### config.mk
export PLATFORM = sky130hd
export DESIGN_NAME = fetch_ctrl
export DESIGN_NICKNAME = d
export VERILOG_FILES = /design/src/rtl/fetch_ctrl.sv
export SDC_FILE = /design/constraint.sdc
export NUM_CORES = 1
export LEC_CHECK = 0
export CAP_MARGIN = 20
export CORE_MARGIN = 4
export CORE_UTILIZATION = 32
export CTS_CLUSTER_DIAMETER = 100
export DETAILED_ROUTE_END_ITERATION = 6
export GPL_ROUTABILITY_DRIVEN = 0
export GPL_TIMING_DRIVEN = 0
export HOLD_SLACK_MARGIN = 0.15
export MAX_ROUTING_LAYER = met4
export PLACE_DENSITY_LB_ADDON = 0.2
export SLEW_MARGIN = 5
export SYNTH_ARGS = -nofsm -noshare
export SYNTH_HDL_FRONTEND = slang
export SYNTH_SLANG_ARGS = --single-unit
### constraint.sdc
create_clock -name clk -period 10.1 [get_ports clk]
set_clock_uncertainty 0.05 [all_clocks]
set_input_delay 1.515 -clock clk [delete_from_list [all_inputs] [get_ports clk]]
set_output_delay 1.515 -clock clk [all_outputs]
set_load 0.1 [all_outputs]
### src/rtl/fetch_ctrl.sv
// fetch_ctrl: single-outstanding instruction fetch sequencer with redirect and drain handling.
module fetch_ctrl #(
    parameter logic [63:0] PC_INIT = 64'h8000_0000
) (
    input  logic        clk,
    input  logic        reset,
    output logic        ireq_valid,
    output logic [63:0] ireq_addr,
    input  logic        iresp_addr_ok,
    input  logic        iresp_data_ok,
    input  logic [31:0] iresp_data,
    input  logic        redirect_valid,
    input  logic [63:0] redirect_pc,
    input  logic        stall,
    output logic        inst_valid,
    output logic [31:0] inst,
    output logic [63:0] inst_pc,
    output logic [31:0] fetch_cnt
);
    typedef enum logic [1:0] {IDLE, REQ, DRAIN, OUT} state_t;

    state_t      state_q, state_d;
    logic [63:0] pc_q, pc_d, pend_pc_q, pend_pc_d, inst_pc_q, inst_pc_d;
    logic [31:0] inst_q, inst_d, fetch_cnt_q, fetch_cnt_d;
    logic        inst_valid_q, inst_valid_d;
    logic [63:0] rd_pc;
    logic        unused_addr_ok;

    assign unused_addr_ok = iresp_addr_ok;
    assign rd_pc = {redirect_pc[63:2], 2'b00};

    always_comb begin
        state_d      = state_q;
        pc_d         = pc_q;
        pend_pc_d    = pend_pc_q;
        inst_d       = inst_q;
        inst_pc_d    = inst_pc_q;
        inst_valid_d = inst_valid_q;
        fetch_cnt_d  = fetch_cnt_q;
        case (state_q)
            IDLE: begin
                pc_d    = redirect_valid ? rd_pc : pc_q;
                state_d = REQ;
            end
            REQ: begin
                if (iresp_data_ok && redirect_valid) begin
                    pc_d = rd_pc;
                end else if (redirect_valid) begin
                    pend_pc_d = rd_pc;
                    state_d   = DRAIN;
                end else if (iresp_data_ok) begin
                    inst_d       = iresp_data;
                    inst_pc_d    = pc_q;
                    inst_valid_d = 1'b1;
                    pc_d         = pc_q + 64'd4;
                    state_d      = OUT;
                end
            end
            DRAIN: begin
                // pc still holds the in-flight address, so the bus stays stable until data_ok
                if (iresp_data_ok) begin
                    pc_d    = redirect_valid ? rd_pc : pend_pc_q;
                    state_d = REQ;
                end else if (redirect_valid) begin
                    pend_pc_d = rd_pc;
                end
            end
            OUT: begin
                if (redirect_valid) begin
                    inst_valid_d = 1'b0;
                    pc_d         = rd_pc;
                    state_d      = REQ;
                end else if (!stall) begin
                    inst_valid_d = 1'b0;
                    fetch_cnt_d  = fetch_cnt_q + 32'd1;
                    state_d      = REQ;
                end
            end
            default: state_d = IDLE;
        endcase
    end

    always_ff @(posedge clk or posedge reset) begin
        if (reset) begin
            state_q      <= IDLE;
            pc_q         <= PC_INIT;
            pend_pc_q    <= 64'd0;
            inst_q       <= 32'd0;
            inst_pc_q    <= 64'd0;
            inst_valid_q <= 1'b0;
            fetch_cnt_q  <= 32'd0;
        end else begin
            state_q      <= state_d;
            pc_q         <= pc_d;
            pend_pc_q    <= pend_pc_d;
            inst_q       <= inst_d;
            inst_pc_q    <= inst_pc_d;
            inst_valid_q <= inst_valid_d;
            fetch_cnt_q  <= fetch_cnt_d;
        end
    end

    assign ireq_valid = (state_q == REQ) || (state_q == DRAIN);
    assign ireq_addr  = pc_q;
    assign inst_valid = inst_valid_q;
    assign inst       = inst_q;
    assign inst_pc    = inst_pc_q;
    assign fetch_cnt  = fetch_cnt_q;
endmodule

==> results.md, run 1 <==
* Status: complete, no violations
* RR Startpoint: state_q[1]$_DFFE_PP0P_
* Fin crit period at 4515 ps
* # nets final at 1798
* CP Class: flop to primary output
* CTS clk-pin slew, worst paths at 60 ps
* Unrepaired setup endpoints after global routing: no
* Sequential-to-total area share from yosys stat at 46.16%
* CTS Sinks at 259
* Starting DRC count in detailed routing at 1407
* Initial antenna violation count at 3
* Ys Warns at 0
* Max-cap check violation count at 0
* Slew @ Worst Pin at 1042 ps
* Port bufs at 291
* Post_cts resized at 0
* HP Class: flop to flop
* Arr. time, crit path at 2950 ps
* Root Driver: clkbuf_16
* Synth Area in Simple Gates at 15.42%
* Synth area leader: dfrtp_1
* I/O pins at 296
* Syn_area_per_cell at 10.29 um^2
* Reg-to-Reg End: ireq_addr[50]$_DFFE_PP0P_
* Vias in the first global route at 13125
* Post-CTS setup buffers at 0
* Hold Vio Cnt, Final at 0
* Critical path startpoint: state_q[0]$_DFFE_PP0P_
* GR Util All Layers at 24.08%
* CP Launch Type: flop
* Die X at 217.5 um
* Post-synthesis register bit count at 259
* Cell Area, Placed at 17750 um^2
* CP endpoint kind: primary output
* Post-synth EDFFs at 0
* Wire per inst at 24.98 um
* # DRC at 0
* Drt first pass iters at 6
* First-pass GRT wire length at 84890 um
* Core ar. at 43270 um^2
* Area Growth Syn to Fin at 34.53%
* CTS Buf Count at 31
* Required time of the worst setup path at 8540 ps
* Worst Setup EP: ireq_valid
* Synth top area share at 45.98%
* Final Setup Violations at 0
* CTS tree: done
* Max Transition Viols Final at 0
* Max frequency at 0.2215 GHz
* Xor and xnor area share after synthesis at 2.433%
* Syn Inst Count at 1365
* Period utilization at 44.70%
* Worst reg-to-reg path cell count at 10
* Max clock buf depth at 3
* Die footprint at 47300 um^2
* Initial core utilization at 32.46%
* Total wire length at 57540 um
* Post-Synth Adder-Cell Area at 0.4455%
* Mux cell area share after synthesis at 17.22%
* Largest net degree at the start of global routing at 98
* Vias at 13397
* Design area at 18890 um^2
* Worst skew pair latency at 590 ps
* Post-DP HPWL at 42130 um
* Top_reg_cell synth: dfrtp_1
* Post-synth net total at 1472
* Remaining Overflow, GRT at 0
* Die height at 217.5 um
* Async S/R FF share, synth at 100.0%
* Setup slack, reg-to-reg at 6680 ps
* Row Count at 76
* Unique masters post-synth at 74
* Top post-synthesis cells by area: dfrtp_1, mux2_2, nand2_1
* CP Max Fanout at 9
* Largest family of logic cells by synthesized area: multiplexers
* Relative slew slack at 30.34%
* Vias per std cell at 5.817
* Min Hold Slack at 422.1 ps
* Compound-Gate Fraction of Synth Area at 14.60%
* Synth Cell Area at 14040 um^2
* Detail Route Antenna Nets at 0
* Cts hold-fix bufs at 0
* Share of post-route cells with drive strength above 1 at 17.55%
* H-tree Lvls at 1
logic make-up after synthesis:
logic type      count (synthesis)
compound gates                309
xor+xnor                       39
fa+ha+maj                       5
buf+inv                       127
flops                         259
mux                           218
simple gates                  408
state kept, by name (all words and copies together) (netlist names):
signal      count
state_q         2
ireq_addr      64
fetch_cnt      32
inst           32
inst_pc        64
pend_pc_q      64
inst_valid      1
cell type report:
| cell class | count | area, um^2 |
|---|---|---|
| well taps | 585 | 732.0 |
| repair buffers | 293 | 2968 |
| inverters | 23 | 93.84 |
| clock inverters | 13 | 219.0 |
| diodes | 3 | 7.507 |
| clock buffers | 44 | 914.6 |
| plain buffers | 104 | 435.4 |
| fillers | 4177 | 24380 |
| multi-input cells | 979 | 7038 |
| flip-flops and latches | 259 | 6482 |
critical path, stage by stage, from the launching register on:
cell and delay [ps]:
dfrtp_1 390, inv_1 90, ha_1 290, clkbuf_1 200, inv_1 180, clkdlybuf4s50_1 1200
synth_stat cells, types with 4 or more instances:
library cell,number
or4_1,7
nand3_1,36
ha_1,5
and3_1,16
inv_1,23
buf_2,27
xnor2_1,21
a21oi_1,87
buf_1,5
nor4_1,33
and2_1,7
nor2_1,66
o22ai_1,6
o22a_1,7
a41o_1,4
and4_1,6
o31ai_1,9
o2bb2ai_1,7
a32o_1,6
nor3_1,28
nand2_1,121
a21o_1,5
dfrtp_1,258
a211oi_1,14
xor2_1,18
a31oi_1,11
o211ai_1,6
a31o_2,5
nand4_1,50
a22oi_1,4
o21ai_0,69
mux2_2,189
a221oi_1,36
or2_2,4
mux2i_1,29
or3_1,9
clkbuf_1,69
metrics by stage:
| stage | utilization (%) | std cells | setup slack, ps | TNS [ps] |
|---|---|---|---|---|
| after CTS | 43.64 | 2300 | 5548 | 0 |
| final | 43.66 | 2303 | 5585 | 0 |
| after global routing | 43.66 | 2303 | 5500 | 0 |
| after global placement | 40.88 | 2241 | -2629 | -669930 |
| after floorplan | - | 1365 | 1410 | 0 |
| after detailed placement | 41.02 | 2243 | 5015 | 0 |
cells in the final DEF, fill, tap and decap left out, types with 9 or more instances in the layout:
cell,synthesis,routed
clkbuf_16,0,31
or3_1,9,9
o21ai_0,69,69
a31oi_1,11,11
a221oi_1,36,36
nand4_1,50,50
a21oi_1,87,87
buf_2,27,27
o31ai_1,9,9
mux2i_1,29,29
xnor2_1,21,21
xor2_1,18,18
clkbuf_8,0,9
clkbuf_1,69,73
nor4_1,33,33
mux2_2,189,189
and3_1,16,16
dfrtp_1,258,258
nor2_1,66,66
nor3_1,28,28
clkdlybuf4s50_1,0,291
a211oi_1,14,14
inv_1,23,22
nand2_1,121,121
nand3_1,36,36
how the worst min path moves through the flow:
stage	start	end	slack, ps	cells past startpoint
floorplan	pend_pc_q[43]$_DFFE_PP0P_	pend_pc_q[43]$_DFFE_PP0P_	400	2
global placement	inst_pc[39]$_DFFE_PP0P_	inst_pc[39]$_DFFE_PP0P_	410	2
detailed placement	fetch_cnt[31]$_DFFE_PP0P_	fetch_cnt[31]$_DFFE_PP0P_	420	1
CTS	fetch_cnt[31]$_DFFE_PP0P_	fetch_cnt[31]$_DFFE_PP0P_	430	1
global route	inst_pc[22]$_DFFE_PP0P_	inst_pc[22]$_DFFE_PP0P_	450	2
finish	fetch_cnt[31]$_DFFE_PP0P_	fetch_cnt[31]$_DFFE_PP0P_	420	1
layer usage:
metal  wire [um]  track usage [%]
met1       24150            32.41
met2       25410            36.04
met3        5519            4.347
met4        2461            9.858
met5           0                -
Power of run 1 is left out: the tool's default activity adds up to more than one toggle a clock period on the data nets, which glitch-free logic cannot reach.
==> run 2: changes to the inputs <==
Clock period 10.1 ns to 3.6 ns, I/O delays scaled along.
==> results.md, run 2 (same netlist as run 1, synthesis figures left out) <==
* Fin crit period at 3311 ps
* Max Transition Viols Final at 0
* Final worst setup slack at 289.3 ps
* Final core occ at 44.00%
* # fillers at 4189
* H-tree Lvls at 2
* RR Startpoint: ireq_addr[2]$_DFFE_PP0P_
* Wire per inst at 24.87 um
* Worst path slowest cell: nor3_2
* CTS tree: done
* Max frequency at 0.3020 GHz
* CP Class: flop to flop
* Post-DP HPWL at 42770 um
* Most frequent CP cell: nand3_1
* Relative slew slack at 26.81%
* Area Growth Syn to Fin at 35.56%
* Post-CTS setup buffers at 0
* Register area at 6482 um^2
* Die height at 217.5 um
* Die footprint at 47300 um^2
* Cts hold-fix bufs at 0
* Drt first pass iters at 6
* Initial core utilization at 32.46%
* Row Count at 76
* Slew @ Worst Pin at 1094 ps
* Cell Area, Placed at 17860 um^2
* Footprint of the multi-input gates at 7038 um^2
* Crit path cell chain: ha_1 -> nand3_1 -> nor3_2 -> nand3_1 -> or4_1 -> nand3_1
* Required time of the worst setup path at 4030 ps
* Vias per std cell at 5.762
* Vias at 13315
* Die X at 217.5 um
* First-pass GRT wire length at 85570 um
* GR Util All Layers at 24.49%
* Top delay family on crit path: simple AND/OR/NAND/NOR gates
* Commonest non-fill, non-tap cell in the layout: clkdlybuf4s50_1
* # nets final at 1806
* Max-cap check violation count at 0
* Final Setup Violations at 0
* Vias in the first global route at 13298
* Design area at 19040 um^2
* Total wire length at 57480 um
* Remaining Overflow, GRT at 0
* Port bufs at 291
* Worst slack, placed at -543.4 ps
* HP Class: input pin to async pin
* Hold Vio Cnt, Final at 0
* Status: complete, no violations
* Period utilization at 91.96%
* Unrepaired setup endpoints after global routing: no
* Worst skew pair latency at 550 ps
* CP endpoint kind: flop
* Commonest non-fill, non-tap cells in the layout: clkdlybuf4s50_1, dfrtp_1, mux2_2
* Critical Path Max Stage Delay at 740 ps
* CTS clk-pin slew, worst paths at 60 ps
* Initial antenna violation count at 3
* Core ar. at 43270 um^2
* Setup slack, reg-to-reg at 290 ps
* Detail Route Antenna Nets at 0
* Critical path startpoint: ireq_addr[2]$_DFFE_PP0P_
* Starting DRC count in detailed routing at 1398
* I/O pins at 296
* Max clock buf depth at 3
* Arr. time, crit path at 3740 ps
* CP Launch Type: flop
* Largest net degree at the start of global routing at 39
* # DRC at 0
* CTS Buf Count at 34
* WP buf/inv at 0
* Root Driver: clkbuf_16
* CTS Sinks at 259
* Share of post-route cells with drive strength above 1 at 17.88%
* CP Max Fanout at 9
==> run 2: worst paths after layout <==
path                                        endpoint  cells past startpoint
setup / recovery           ireq_addr[62]$_DFFE_PP0P_                      6
hold / removal              fetch_cnt[7]$_DFFE_PP0P_                      2
setup reg to reg           ireq_addr[62]$_DFFE_PP0P_                      6
hold reg to reg            fetch_cnt[31]$_DFFE_PP0P_                      1
max in group asynchronous  ireq_addr[31]$_DFFE_PP1P_                      6
min in group clk           fetch_cnt[31]$_DFFE_PP0P_                      1
==> run 2: cell type report <==
type,count,area share (%)
Inverter,23,0.4732
Clock inverter,5,0.3944
Tap cell,585,3.845
Multi-Input combinational cell,979,36.97
Sequential cell,259,34.05
Timing Repair Buffer,299,16.20
Antenna cell,3,0.03944
Buffer,103,2.281
Clock buffer,55,5.745
==> run 2: timing repair <==
action / 4_1_cts / 5_1_grt
endpoints found under the hold margin: 0 / 0
gates resized for setup: 0 / 6
endpoints found under the setup margin: 0 / 14
==> run 2: per-stage QoR <==
stage	instances	hold WS, ps	setup TNS [ps]
6_report	2311	369.4	0
5_1_grt	2311	389.9	0
4_1_cts	2309	351.4	0
3_5_place_dp	2249	422.6	-12230
3_3_place_gp	2241	413.3	-707400
2_1_floorplan	1365	399.2	-103910
==> run 2: worst register-to-register path, stage by stage, from the launching register on <==
cell,delay (ps)
dfrtp_1,540
ha_1,250
nand3_1,430
nor3_2,750
nand3_1,490
or4_1,650
nand3_1,100
==> run 2: metal layers <==
layer  wire [um]  part of all wire, %  global-route usage, %
met1       23650                   41                  32.02
met2       25820                   45                  36.91
met3        5526                  9.6                  5.295
met4        2483                  4.3                  10.41
met5           0                    0                      -
Power of run 2 is left out for the same reason.
